===== src/rtl/m_encode_pkg.sv =====
// m_encode_pkg: shared state type and constants for the m_encode sequencer.
// Optional checksum output is enabled with ENC_CTRL_CHKSUM_EN.
package m_encode_pkg;
   localparam int N            = 256;
   localparam int N_BYTES      = 32;
   localparam int CLEAR_CYCLES = 2;
   localparam int COEF_W       = 8;

   typedef enum logic [2:0] {
      S_IDLE,
      S_CLEAR,
      S_LOAD,
      S_START,
      S_COMPUTE,
      S_DRAIN,
      S_DONE
   } state_t;
endpackage


===== src/rtl/m_encode_ser.sv =====
// m_encode_ser: byte-to-bit serialiser feeding the core load/m_in port.
// Bit 0 of an accepted byte goes out in the accept cycle itself.
module m_encode_ser
   import m_encode_pkg::*;
(
   input  logic       clk,
   input  logic       resetn,
   input  logic       i_en,
   input  logic       i_full,
   input  logic [7:0] i_byte,
   input  logic       i_valid,
   output logic       o_ready,
   output logic       o_load,
   output logic       o_bit
);
   logic [6:0] r_sr;
   logic [2:0] r_left;
   logic       w_empty;
   logic       w_take;

   assign w_empty = (r_left == 3'd0);
   assign o_ready = i_en & w_empty & ~i_full;
   assign w_take  = o_ready & i_valid;
   assign o_load  = w_take | (i_en & ~w_empty);
   assign o_bit   = w_take ? i_byte[0] : (o_load & r_sr[0]);

   always_ff @(posedge clk or negedge resetn) begin
      if (!resetn) begin
         r_sr   <= '0;
         r_left <= '0;
      end else if (!i_en) begin
         r_sr   <= '0;
         r_left <= '0;
      end else if (w_take) begin
         r_sr   <= i_byte[7:1];
         r_left <= 3'd7;
      end else if (!w_empty) begin
         r_sr   <= {1'b0, r_sr[6:1]};
         r_left <= r_left - 3'd1;
      end
   end
endmodule


===== src/rtl/m_encode_ctrl.sv =====
// m_encode_ctrl: clears, loads, starts and drains the m_encode core.
// Define ENC_CTRL_CHKSUM_EN to add the 16-bit chksum output.
module m_encode_ctrl
   import m_encode_pkg::*;
(
   input  logic              clk,
   input  logic              resetn,
   input  logic              cmd_start,
   output logic              busy,
   input  logic [7:0]        msg_byte,
   input  logic              msg_valid,
   output logic              msg_ready,
   output logic              core_resetn,
   output logic              core_load,
   output logic              core_m_in,
   output logic              core_start,
   input  logic              core_compute,
   input  logic              core_valid,
   input  logic [COEF_W-1:0] core_m_out,
   output logic [COEF_W-1:0] coef_out,
   output logic [7:0]        coef_idx,
   output logic              coef_valid,
   output logic              done
`ifdef ENC_CTRL_CHKSUM_EN
   ,
   output logic [15:0]       chksum
`endif
);
   state_t            r_state;
   state_t            w_next;
   logic [1:0]        r_clr_cnt;
   logic [8:0]        r_load_cnt;
   logic [8:0]        r_beat_cnt;
   logic              r_vld_d;
   logic              r_core_resetn;
   logic [COEF_W-1:0] r_coef;
   logic [7:0]        r_idx;
   logic              r_cvalid;
   logic              w_en_load;
   logic              w_full;
   logic              w_load;
   logic              w_bit;
   logic              w_ready;
   logic              w_cap;
   logic              w_unused;

   // core_compute carries no information the sequencer needs
   assign w_unused = core_compute;

   assign w_en_load = (r_state == S_LOAD);
   assign w_full    = (r_load_cnt > 9'(N - 8));
   assign w_cap     = (r_state == S_DRAIN) & r_vld_d;

   m_encode_ser u_ser (
      .clk     (clk),
      .resetn  (resetn),
      .i_en    (w_en_load),
      .i_full  (w_full),
      .i_byte  (msg_byte),
      .i_valid (msg_valid),
      .o_ready (w_ready),
      .o_load  (w_load),
      .o_bit   (w_bit)
   );

   always_comb begin
      w_next     = r_state;
      busy       = (r_state != S_IDLE);
      core_start = 1'b0;
      done       = 1'b0;
      unique case (r_state)
         S_IDLE:    if (cmd_start) w_next = S_CLEAR;
         S_CLEAR:   if (r_clr_cnt == 2'(CLEAR_CYCLES - 1)) w_next = S_LOAD;
         S_LOAD:    if (w_load && r_load_cnt == 9'(N - 1)) w_next = S_START;
         S_START: begin
            core_start = 1'b1;
            w_next     = S_COMPUTE;
         end
         S_COMPUTE: if (core_valid) w_next = S_DRAIN;
         S_DRAIN:   if (r_beat_cnt == 9'(N)) w_next = S_DONE;
         S_DONE: begin
            done   = 1'b1;
            w_next = S_IDLE;
         end
         default:   w_next = S_IDLE;
      endcase
   end

   always_ff @(posedge clk or negedge resetn) begin
      if (!resetn) begin
         r_state       <= S_IDLE;
         r_clr_cnt     <= '0;
         r_load_cnt    <= '0;
         r_beat_cnt    <= '0;
         r_vld_d       <= 1'b0;
         r_core_resetn <= 1'b0;
         r_coef        <= '0;
         r_idx         <= '0;
         r_cvalid      <= 1'b0;
      end else begin
         r_state       <= w_next;
         r_core_resetn <= (w_next != S_CLEAR);
         r_clr_cnt     <= (r_state == S_CLEAR) ? r_clr_cnt + 2'd1 : 2'd0;
         r_load_cnt    <= w_en_load ? r_load_cnt + {8'd0, w_load} : 9'd0;
         r_beat_cnt    <= (r_state == S_DRAIN) ?
                          r_beat_cnt + {8'd0, w_cap} : 9'd0;
         // core_m_out trails core_valid by one cycle
         r_vld_d       <= core_valid &
                          ((r_state == S_COMPUTE) | (r_state == S_DRAIN));
         r_cvalid      <= w_cap;
         if (w_cap) begin
            r_coef <= core_m_out;
            r_idx  <= r_beat_cnt[7:0];
         end else if (w_next == S_DONE) begin
            r_idx  <= '0;
         end
      end
   end

`ifdef ENC_CTRL_CHKSUM_EN
   logic [15:0] r_sum;

   always_ff @(posedge clk or negedge resetn) begin
      if (!resetn)                 r_sum <= '0;
      else if (r_state == S_CLEAR) r_sum <= '0;
      else if (w_cap)              r_sum <= r_sum + {8'd0, core_m_out};
   end

   assign chksum = r_sum;
`endif

   assign msg_ready   = w_ready;
   assign core_load   = w_load;
   assign core_m_in   = w_bit;
   assign core_resetn = r_core_resetn;
   assign coef_out    = r_coef;
   assign coef_idx    = r_idx;
   assign coef_valid  = r_cvalid;
endmodule


===== config.mk =====
export PLATFORM = sky130hd
export DESIGN_NAME = m_encode_ctrl
export DESIGN_NICKNAME = d
export VERILOG_FILES = /design/src/rtl/m_encode_pkg.sv /design/src/rtl/m_encode_ser.sv /design/src/rtl/m_encode_ctrl.sv
export SDC_FILE = /design/constraint.sdc
export NUM_CORES = 1
export LEC_CHECK = 0
export ABC_AREA = 1
export ABC_CLOCK_PERIOD_IN_PS = 2260
export CORE_ASPECT_RATIO = 1.75
export CORE_MARGIN = 2
export CORE_UTILIZATION = 46
export DETAILED_ROUTE_END_ITERATION = 7
export PLACE_DENSITY_LB_ADDON = 0.2
export SLEW_MARGIN = 20
export SYNTH_ARGS = -nofsm -noshare
export SYNTH_HDL_FRONTEND = slang
export SYNTH_SLANG_ARGS = --single-unit

===== constraint.sdc =====
create_clock -name clk -period 2.26 [get_ports clk]
set_input_delay 0.678 -clock clk [delete_from_list [all_inputs] [get_ports clk]]
set_output_delay 0.678 -clock clk [all_outputs]
set_load 0.02 [all_outputs]

==> flow_summary.toml, run 1 <==
[clock_tree]
cts_tree = "yes"
clock-sinks = 52
clk_latency_ns = 0.30
cts_max_path_buffers = 2
cts-root-buf = "clkbuf_8"
path_clk_slew_ns = 0.09
hold_buffers = 0
htree_levels = 2
cts_buffers = 5

[worst_setup_path]
crit_start = "msg_valid"
endpoint_kind = "primary output"
r2r_setup_slack_ns = 0.14
cp.arrival_ns = 1.61
required_ns = 1.58
ff2ff_path_depth = 14
critPathMaxFanout = 4
start_kind = "input pin"
crit_path_end = "core_m_in"
critPathKind = "input pin to primary output"
reg2reg_to = "r_load_cnt[8]"
timing.rr.start = "u_ser.r_left[0]"

[timing]
postLayoutSetupSlackWorst_ns = -0.0328
fin_crit_sh = 1.01
rsz0062_at_grt = "true"
final.min_clock_period_ns = 2.29
clock_skew_ns = 0.0112
setup_viol = 1
hold_viol = 0
maxSlewViolCount = 0
relSlewSlack = 0.584
fin_tns_setup_ns = -0.0328
fmax_mhz = 436
tightest_slew_ns = 0.620

[synth]
syn_inst = 278
ys_types = 31
ys_seq_area_frac = 0.543
synth_top_family_by_area = "simple AND/OR/NAND/NOR gates"
synth_seq_cells = 52
synthSimpleGateAreaFrac = 0.275
syn-num-nets = 307
synth_mux_area_frac = 0
postSynthAreaPerCell_um2 = 8.62
netlist_area_um2 = 2400
synth_compound_area_frac = 0.0736
synth-xor-area-share = 0.00731
yosysWarnings = 0
synthAdderAreaFrac = 0.0365

[grt]
first_global_vias = 2009
grt_pass1_wl_mm = 8.35
grt.total_usage = 0.185
grt_overflow = 0
grt_max_degree = 35
antenna_found_initial = 0

[finish]
fillCellCount = 430
utilization = 0.676
instances_no_fill = 418
nNetsFinal = 393
drive_gt1_frac = 0.206
area_delta_synth_final_pct = 40.3
diodes = 0

[floorplan]
ioPinCount = 46
die_width_um = 58.6
die_area_um2 = 5830
die-height_um = 99.5
initial_utilization = 0.482
core-area_um2 = 4980
std_cell_rows = 34

[route]
antenna_left = 0
dr_total_vias = 2064
route.final.wire_length_mm = 5.04
initialDrtViolationCount = 37
drc = 0
vias_per_cell = 4.94
firstDrtPassIters = 4
wl_per_cell_um = 12.0

[status]
status = "complete, but fails checks"
failed_checks = "negative setup slack"

[pwr]
power_w = 0.00350
p_leak_nw = 1.66
ir_drop_v = 0.00102
cellPowerDensity_nw_per_um2 = 1040

[run]
drv_cap = 0

[placement]
portBuffers = 44
gp_congestion = 0.744
dp_hpwl_mm = 3.71
dp_cells = 406
detailedPlace.worstSlack_ns = -0.545

[worst_hold_path]
hp-class = "input pin to asynchronous set/reset pin"
## cell families (layout without fill, tap and decap cells)
family | after synthesis | after routing
buf+inv | 39 | 125
xor+xnor | 2 | 2
compound gates | 33 | 33
simple gates | 145 | 145
flops | 52 | 52
fa+ha+maj | 7 | 7
## placed cells by master, fill, tap and decap left out, types with 5 or more instances in the layout
cell type,Yosys,final
a21oi_1,12,12
buf_4,2,37
clkbuf_8,0,5
clkdlybuf4s50_1,0,37
dfrtp_1,52,52
ha_1,7,6
inv_1,31,29
inv_2,4,6
nand2_1,76,75
nand3_1,19,18
nor2_1,21,18
nor3_1,10,10
o21ai_0,10,10
o21ai_1,6,5
## critical path, stage by stage
cell and delay, ns:
clkdlybuf4s50_1 0.49, nand3_2 0.13, o21ai_2 0.18, buf_6 0.13
## state kept, by name, indices dropped and copies added, names as in the netlist
register,flops
r_load_cnt,9
coef_idx,8
r_state,3
r_vld_d,1
coef_valid,1
r_beat_cnt,9
core_resetn,1
u_ser.r_left,3
u_ser.r_sr,7
coef_out,8
r_clr_cnt,2
## power by group
group | internal [W] | leakage (nW) | switching [W] | total (W)
clock network | 0.000436 | 0.0642 | 0.000300 | 0.000736
registers | 0.00110 | 0.648 | 0.0000857 | 0.00118
logic | 0.000781 | 0.949 | 0.000800 | 0.00158
total | 0.00231 | 1.66 | 0.00119 | 0.00350
## synth_stat cells
master	n	area share
nand3_2	1	0.0042
o21ai_0	10	0.021
and2_1	1	0.0026
ha_1	7	0.037
o221ai_1	1	0.0037
or2_2	1	0.0026
inv_2	4	0.0063
o21ai_1	6	0.013
nor3_1	10	0.021
dfrtp_1	52	0.54
nor2_2	2	0.0052
nor3_2	1	0.0042
a21oi_1	12	0.025
o22ai_1	1	0.0026
nand2_2	3	0.0078
a21boi_0	1	0.0031
nand4_1	4	0.010
inv_1	31	0.049
buf_2	2	0.0042
buf_4	2	0.0063
nand2_1	76	0.12
nand3_1	19	0.040
xnor2_1	2	0.0073
a31oi_1	1	0.0026
nand3b_1	1	0.0031
nand3_4	1	0.0073
nor2_1	21	0.033
and3_1	2	0.0052
o211ai_1	1	0.0031
nor4_1	1	0.0026
nor3_4	1	0.0068
## final cells by class
class                   instances  area, um^2  area share
inverters                      35         131      0.0391
flip-flops and latches         52        1300       0.387
clock inverters                 2        60.1      0.0179
repair buffers                 83         744       0.221
multi-input cells             187         990       0.294
clock buffers                   5        68.8      0.0205
well taps                      54        67.6      0.0201
## metrics by stage
stage	area (um^2)	hold WS [ns]
6_report	3360	0.320
4_1_cts	3280	0.333
5_1_grt	3360	0.352
3_5_place_dp	3140	0.436
2_1_floorplan	2400	0.382
3_3_place_gp	3140	0.420
## repair_timing
action,in CTS,in global routing
resized for setup,20,18
pin swaps,2,5
setup endpoints to repair,6,11
buffers inserted,1,4
hold endpoints to repair,0,0
## how the worst min path moves through the flow
stage / endpoint / slack [ns] / cells after the start
global route: coef_idx[0] / 0.35 / 1
global placement: r_clr_cnt[0] / 0.42 / 1
floorplan: coef_idx[0] / 0.38 / 0
finish: r_beat_cnt[2] / 0.32 / 1
detailed placement: r_clr_cnt[0] / 0.44 / 1
CTS: r_beat_cnt[2] / 0.33 / 1
## per-layer routing
metal  GRT usage  vias up  routed length [um]
met1       0.193      963                1960
met2       0.357       28                2880
met5           0        -                   0
li1            -     1068                   -
met3      0.0325        5                 139
met4      0.0577        0                  53
Power figures use the tool's default switching activity.
==> inputs of run 2 (changes only) <==
--- a/config.mk
+++ b/config.mk
@@ -5,7 +5,6 @@
 export SDC_FILE = /design/constraint.sdc
 export NUM_CORES = 1
 export LEC_CHECK = 0
-export ABC_AREA = 1
 export ABC_CLOCK_PERIOD_IN_PS = 2260
 export CORE_ASPECT_RATIO = 1.75
 export CORE_MARGIN = 2
==> flow_summary.toml, run 2 <==
[finish]
final_common_cell = "dfrtp_1"
instances_no_fill = 338
utilization = 0.666
final_cell_mix = "51 x dfrtp_1, 36 x clkdlybuf4s50_1, 28 x buf_4"
nNetsFinal = 312
top_regs = "r_beat_cnt: 9 flops, r_load_cnt: 9 flops"
diodes = 0
drive_gt1_frac = 0.285
area_delta_synth_final_pct = 38.7

[clock_tree]
htree_levels = 2
cts_tree = "yes"
cts_buffers = 5
path_clk_slew_ns = 0.09
clock-sinks = 52
cts_max_path_buffers = 2
cts-root-buf = "clkbuf_8"
clk_latency_ns = 0.31

[worst_hold_path]
hp-class = "input pin to asynchronous set/reset pin"

[synth]
postSynthAreaPerCell_um2 = 11.4
ys.flop_type = "dfrtp_1"
netlist_top_cells_count = "52 x dfrtp_1, 20 x nor2_1, 11 x nand2_1, 10 x mux2_2, 9 x mux2i_1"
synth.area.top_cells = "dfrtp_1 54%, mux2_2 4.7%, mux2i_1 3.8%"
async_flop_share = 1.00
synth_top_area_share = 0.545
synth_edf_count = 0
yosysWarnings = 0
synth.most_common_cell = "dfrtp_1"
syn-num-nets = 239
syn_inst = 210
synth_top_area_cell = "dfrtp_1"
ys_seq_area_frac = 0.545
netlist_area_um2 = 2390
synth_seq_cells = 52
ys_types = 39

[worst_setup_path]
cp.arrival_ns = 1.85
required_ns = 1.58
endpoint_kind = "primary output"
cp_slowest_cell = "dfrtp_1"
critPathMaxFanout = 3
cp_slowest_stage_delay_ns = 0.39
start_kind = "flip-flop"
critPathKind = "flip-flop to primary output"
path_cells = "o31a_1 -> a2111oi_4 -> buf_4 -> a22o_1 -> buf_6"

[pwr]
power_w = 0.00297
ir_drop_v = 0.000867
p_leak_nw = 1.48
cellPowerDensity_nw_per_um2 = 896

[timing]
hold_ws_ns = 0.464
setup_viol = 5
fin_tns_setup_ns = -0.572
maxSlewViolCount = 0
tightest_slew_ns = 0.650
final.min_clock_period_ns = 2.52
postLayoutSetupSlackWorst_ns = -0.265
relSlewSlack = 0.567
clock_skew_ns = 0.00864
fmax_mhz = 396
rsz0062_at_grt = "true"
fin_crit_sh = 1.12
hold_viol = 0

[grt]
grt.total_usage = 0.174
grt_overflow = 0
grt_max_degree = 53
grt_pass1_wl_mm = 7.96
antenna_found_initial = 0
first_global_vias = 1802

[placement]
dp_cells = 324
dp_hpwl_mm = 3.38
gp_congestion = 0.821
portBuffers = 44

[route]
wl_per_cell_um = 14.2
route.final.wire_length_mm = 4.79
vias_per_cell = 5.43
drc = 0
antenna_left = 0
initialDrtViolationCount = 39
firstDrtPassIters = 4
dr_total_vias = 1835

[floorplan]
initial_utilization = 0.480
ioPinCount = 46
die_area_um2 = 5810
die-height_um = 99.4
core-area_um2 = 4980
std_cell_rows = 34
die_width_um = 58.5

[run]
drv_cap = 0

[status]
status = "complete, but fails checks"
failed_checks = "negative setup slack"
[run 2: cell count changes in the layout (fill, tap and decap cells not counted), moves of 7 or more]
| cell | before | now |
|---|---|---|
| nand2_1 | 75 | 10 |
| a21oi_1 | 12 | 2 |
| buf_4 | 37 | 28 |
| nand3_1 | 18 | 6 |
| mux2i_1 | 0 | 9 |
| nor3_1 | 10 | 3 |
| mux2_2 | 0 | 10 |
| inv_1 | 29 | 8 |
| a22o_1 | 0 | 8 |
[run 2: cells by family after synthesis]
logic type,synth area share
and+or+nand+nor,0.149
DFF,0.545
buffers and inverters,0.0319
xor gates and xnor gates,0.0476
muxes,0.0848
AOI/OAI and AO/OA,0.106
adders and majority gates,0.0366
[run 2: power by group]
group          leakage [nW]  switching [W]  total (W)  internal (W)
combinational         0.735       0.000545    0.00118      0.000635
clock                0.0541       0.000310   0.000638      0.000328
sequential            0.692      0.0000761    0.00115       0.00108
total                  1.48       0.000931    0.00297       0.00204
[run 2: through the flow]
stage               instance area [um^2]  setup slack (ns)
CTS                                 3240            -0.306
finish                              3320            -0.265
detailed placement                  3080            -0.824
global route                        3320            -0.356
global placement                    3080            -0.816
floorplan                           2440            -0.194
[run 2: worst max-delay path, delay by kind of cell, from the launching register on]
family	cells	cell delay, ns
flops	1	0.39
buf+inv	2	0.29
compound gates	3	0.87
[run 2: path summary, 6_finish.rpt]
kind,startpoint,end,slack [ns],cells after the start
setup / recovery,r_load_cnt[0],core_m_in,-0.26,5
hold / removal,resetn,coef_out[2],0.46,2
setup reg to reg,r_load_cnt[0],r_load_cnt[6],-0.05,9
hold reg to reg,r_clr_cnt[0],r_clr_cnt[0],0.48,1
max in group asynchronous,resetn,r_load_cnt[2],1.31,2
min in group clk,r_clr_cnt[0],r_clr_cnt[0],0.48,1
[run 2: final cells by class]
type | count | area [um^2]
inverter | 8 | 30.0
multi-input combinational | 141 | 1130
tap | 54 | 67.6
clock inverter | 3 | 42.5
fill | 401 | 1660
clock buffer | 5 | 68.8
sequential | 52 | 1300
timing repair buffer | 75 | 674
[run 2: routing by layer]
layer	part of all wire	vias to the layer above	wire length, um	global-route usage
met5	0	-	0	0
met4	0.015	0	71	0.0644
met3	0.031	7	147	0.0286
met2	0.55	33	2620	0.311
met1	0.41	916	1950	0.203
li1	-	879	-	-
[run 2: what timing repair did]
action,in CTS,in global routing
setup endpoints to repair,12,13
pin swaps,4,11
hold buffers,0,0
setup buffers,3,3
resized for setup,29,21
==> variant (config.mk and constraints of run 2) <==
`COEF_W`: 8 -> 12.
--- a/src/rtl/m_encode_pkg.sv
+++ b/src/rtl/m_encode_pkg.sv
@@ -4,7 +4,7 @@
    localparam int N            = 256;
    localparam int N_BYTES      = 32;
    localparam int CLEAR_CYCLES = 2;
-   localparam int COEF_W       = 8;
+   localparam int COEF_W       = 12;
 
    typedef enum logic [2:0] {
       S_IDLE,
Interface: changed (resized coef_out and core_m_out); port bits go from 46 to 54. The function was not compared with the original's and may differ.
==> variant against run 2 <==
The run still ends with negative setup slack left. Worst setup slack worse by 21 ps. Fmax is 0.82% lower. Critical path depth stayed put. Clock power is 16% lower. Area after synthesis is 6.1% higher. Wire length is 11% higher. Total power is 2.6% higher. Largest cell class unchanged. Synthesized cell count is 3.8% higher. Sequential cell count is 4 higher. Cell area is 9.4% higher.
==> variant: results (changes against run 2) <==
| Metric | Value |
|---|---|
| Via density | `5.20 (was 5.43)` |
| Synth area leaders | `dfrtp_1 55%, mux2_2 6.2%, mux2i_1 3.6%, ha_1 3.5%, nor2_1 3.0% (was dfrtp_1 54%, mux2_2 4.7%, mux2i_1 3.8%, ha_1 3.7%, nor2_1 3.1%)` |
| Vias in the first global route | `2023 (was 1802)` |
| Dpl hpwl | `3870 um (was 3380 um)` |
| Antenna Cells | `0 (unchanged)` |
| Final setup viols | `6 (was 5)` |
| Setup crit start | `r_load_cnt[1] (was r_load_cnt[0])` |
| Violated checks | `negative setup slack (unchanged)` |
| Fillers | `401 (unchanged)` |
| Crit path max-delay family | `compound AO/OA/AOI/OAI gates (unchanged)` |
| Maximum vdd ir drop | `0.701 mV (was 0.867 mV)` |
| Non-filler instance count after layout | `383 (was 338)` |
| Count of input and output buffers | `52 (was 44)` |
| Maximum clock path buffer count | `2 (unchanged)` |
| Setup slack after layout | `-286 ps (was -265 ps)` |
| DP Worst Slack | `-882 ps (was -824 ps)` |
| Root Buffer | `clkbuf_8 (unchanged)` |
| Synthesized net count | `251 (was 239)` |
| Number of synthesized flops with an enable pin | `0 (unchanged)` |
| Clock skew | `5.74 ps (was 8.64 ps)` |
| Initial antenna violation count | `0 (unchanged)` |
| Clk_lat worst skew | `310 ps (about the same)` |
| Static Leak | `1.62 nW (was 1.48 nW)` |
| Placed insts | `366 (was 324)` |
| Count of cell types in the netlist | `39 (unchanged)` |
| Initial drt markers | `65 (was 39)` |
| Synth Area per Inst | `11.6 um2 (was 11.4 um2)` |
| Gr usage total | `19.1% (was 17.4%)` |
| Largest register FFs | `12` |
| Commonest cells in the netlist | `56 x dfrtp_1, 20 x nor2_1, 14 x mux2_2, 11 x nand2_1, 9 x mux2i_1 (was 52 x dfrtp_1, 20 x nor2_1, 11 x nand2_1, 10 x mux2_2, 9 x mux2i_1)` |
| WL final | `5300 um (was 4790 um)` |
| First-pass GRT wire length | `8900 um (was 7960 um)` |
| RePlAce Congestion | `0.800 (was 0.821)` |
| Hold Path Class | `in -> async (unchanged)` |
| Sequential-to-total area share from yosys stat | `55.3% (was 54.5%)` |
| Setup TNS | `-783 ps (was -572 ps)` |
| Status | `finished with violations (unchanged)` |
| Dpl cell area | `3390 um2 (was 3080 um2)` |
| Total Nets Final | `341 (was 312)` |
| Largest net degree at the start of global routing | `57 (was 53)` |
| Layout cell share with drive strength beyond 1 | `30.1% (was 28.5%)` |
| Worst slew pin tran | `584 ps (was 650 ps)` |
| Arr. time, crit path | `1870 ps (was 1850 ps)` |
| DR pass1 iterations | `4 (unchanged)` |
| Max FO, Critical Path | `2 (was 3)` |
| CTS Buf Count | `5 (unchanged)` |
## variant: cell types whose count changed after synthesis
cell | before | now
mux2_2 | 10 | 14
dfrtp_1 | 52 | 56
## variant: layout make-up
type	instances	area [um2]	area share (%)
clock buffers	6	72.6	2.00
clock inverters	2	16.3	0.448
inverters	8	30.0	0.828
multi-input cells	145	1170	32.3
flip-flops and latches	56	1400	38.7
well taps	74	92.6	2.55
repair buffers	92	841	23.2
## variant: metal layers
metal,up-vias,global-route usage (%),wire [um]
li1,944,-,-
met1,974,21.3,2020
met2,56,33.8,2940
met3,17,3.16,165
met4,0,9.40,177
met5,-,0,0
## variant: cell families (layout without fill, tap and decap cells)
family                   after synthesis  in the layout  share of synthesized area, %
adder cells (fa/ha/maj)                7              7                          3.45
XOR/XNOR                              13             13                          4.49
AO/OA/AOI/OAI                         33             33                          9.97
buffers and inverters                 17            108                          3.01
AND/OR/NAND/NOR                       69             69                          14.0
flip-flops                            56             56                          55.3
multiplexers                          23             23                          9.77
## variant: worst paths after layout
path / endpoint / slack, ps / depth (start not counted)
max in group asynchronous: r_load_cnt[2] / 1650 / 2
worst min-delay path: coef_out[8] / 350 / 2
min in group clk: r_clr_cnt[0] / 440 / 1
worst max-delay path: core_m_in / -290 / 5
worst max register to register: r_load_cnt[8] / -80 / 10
worst min register to register: r_clr_cnt[0] / 440 / 1
## variant: where the power goes
group,internal [mW],switching [mW]
Sequential,1.15,0.0723
Clock,0.221,0.317
Combinational,0.696,0.593
## variant: repair_timing
action | 4_1_cts | 5_1_grt
setup endpoints to repair | 12 | 11
buffers inserted | 3 | 7
pin swaps | 4 | 12
resized for setup | 29 | 21
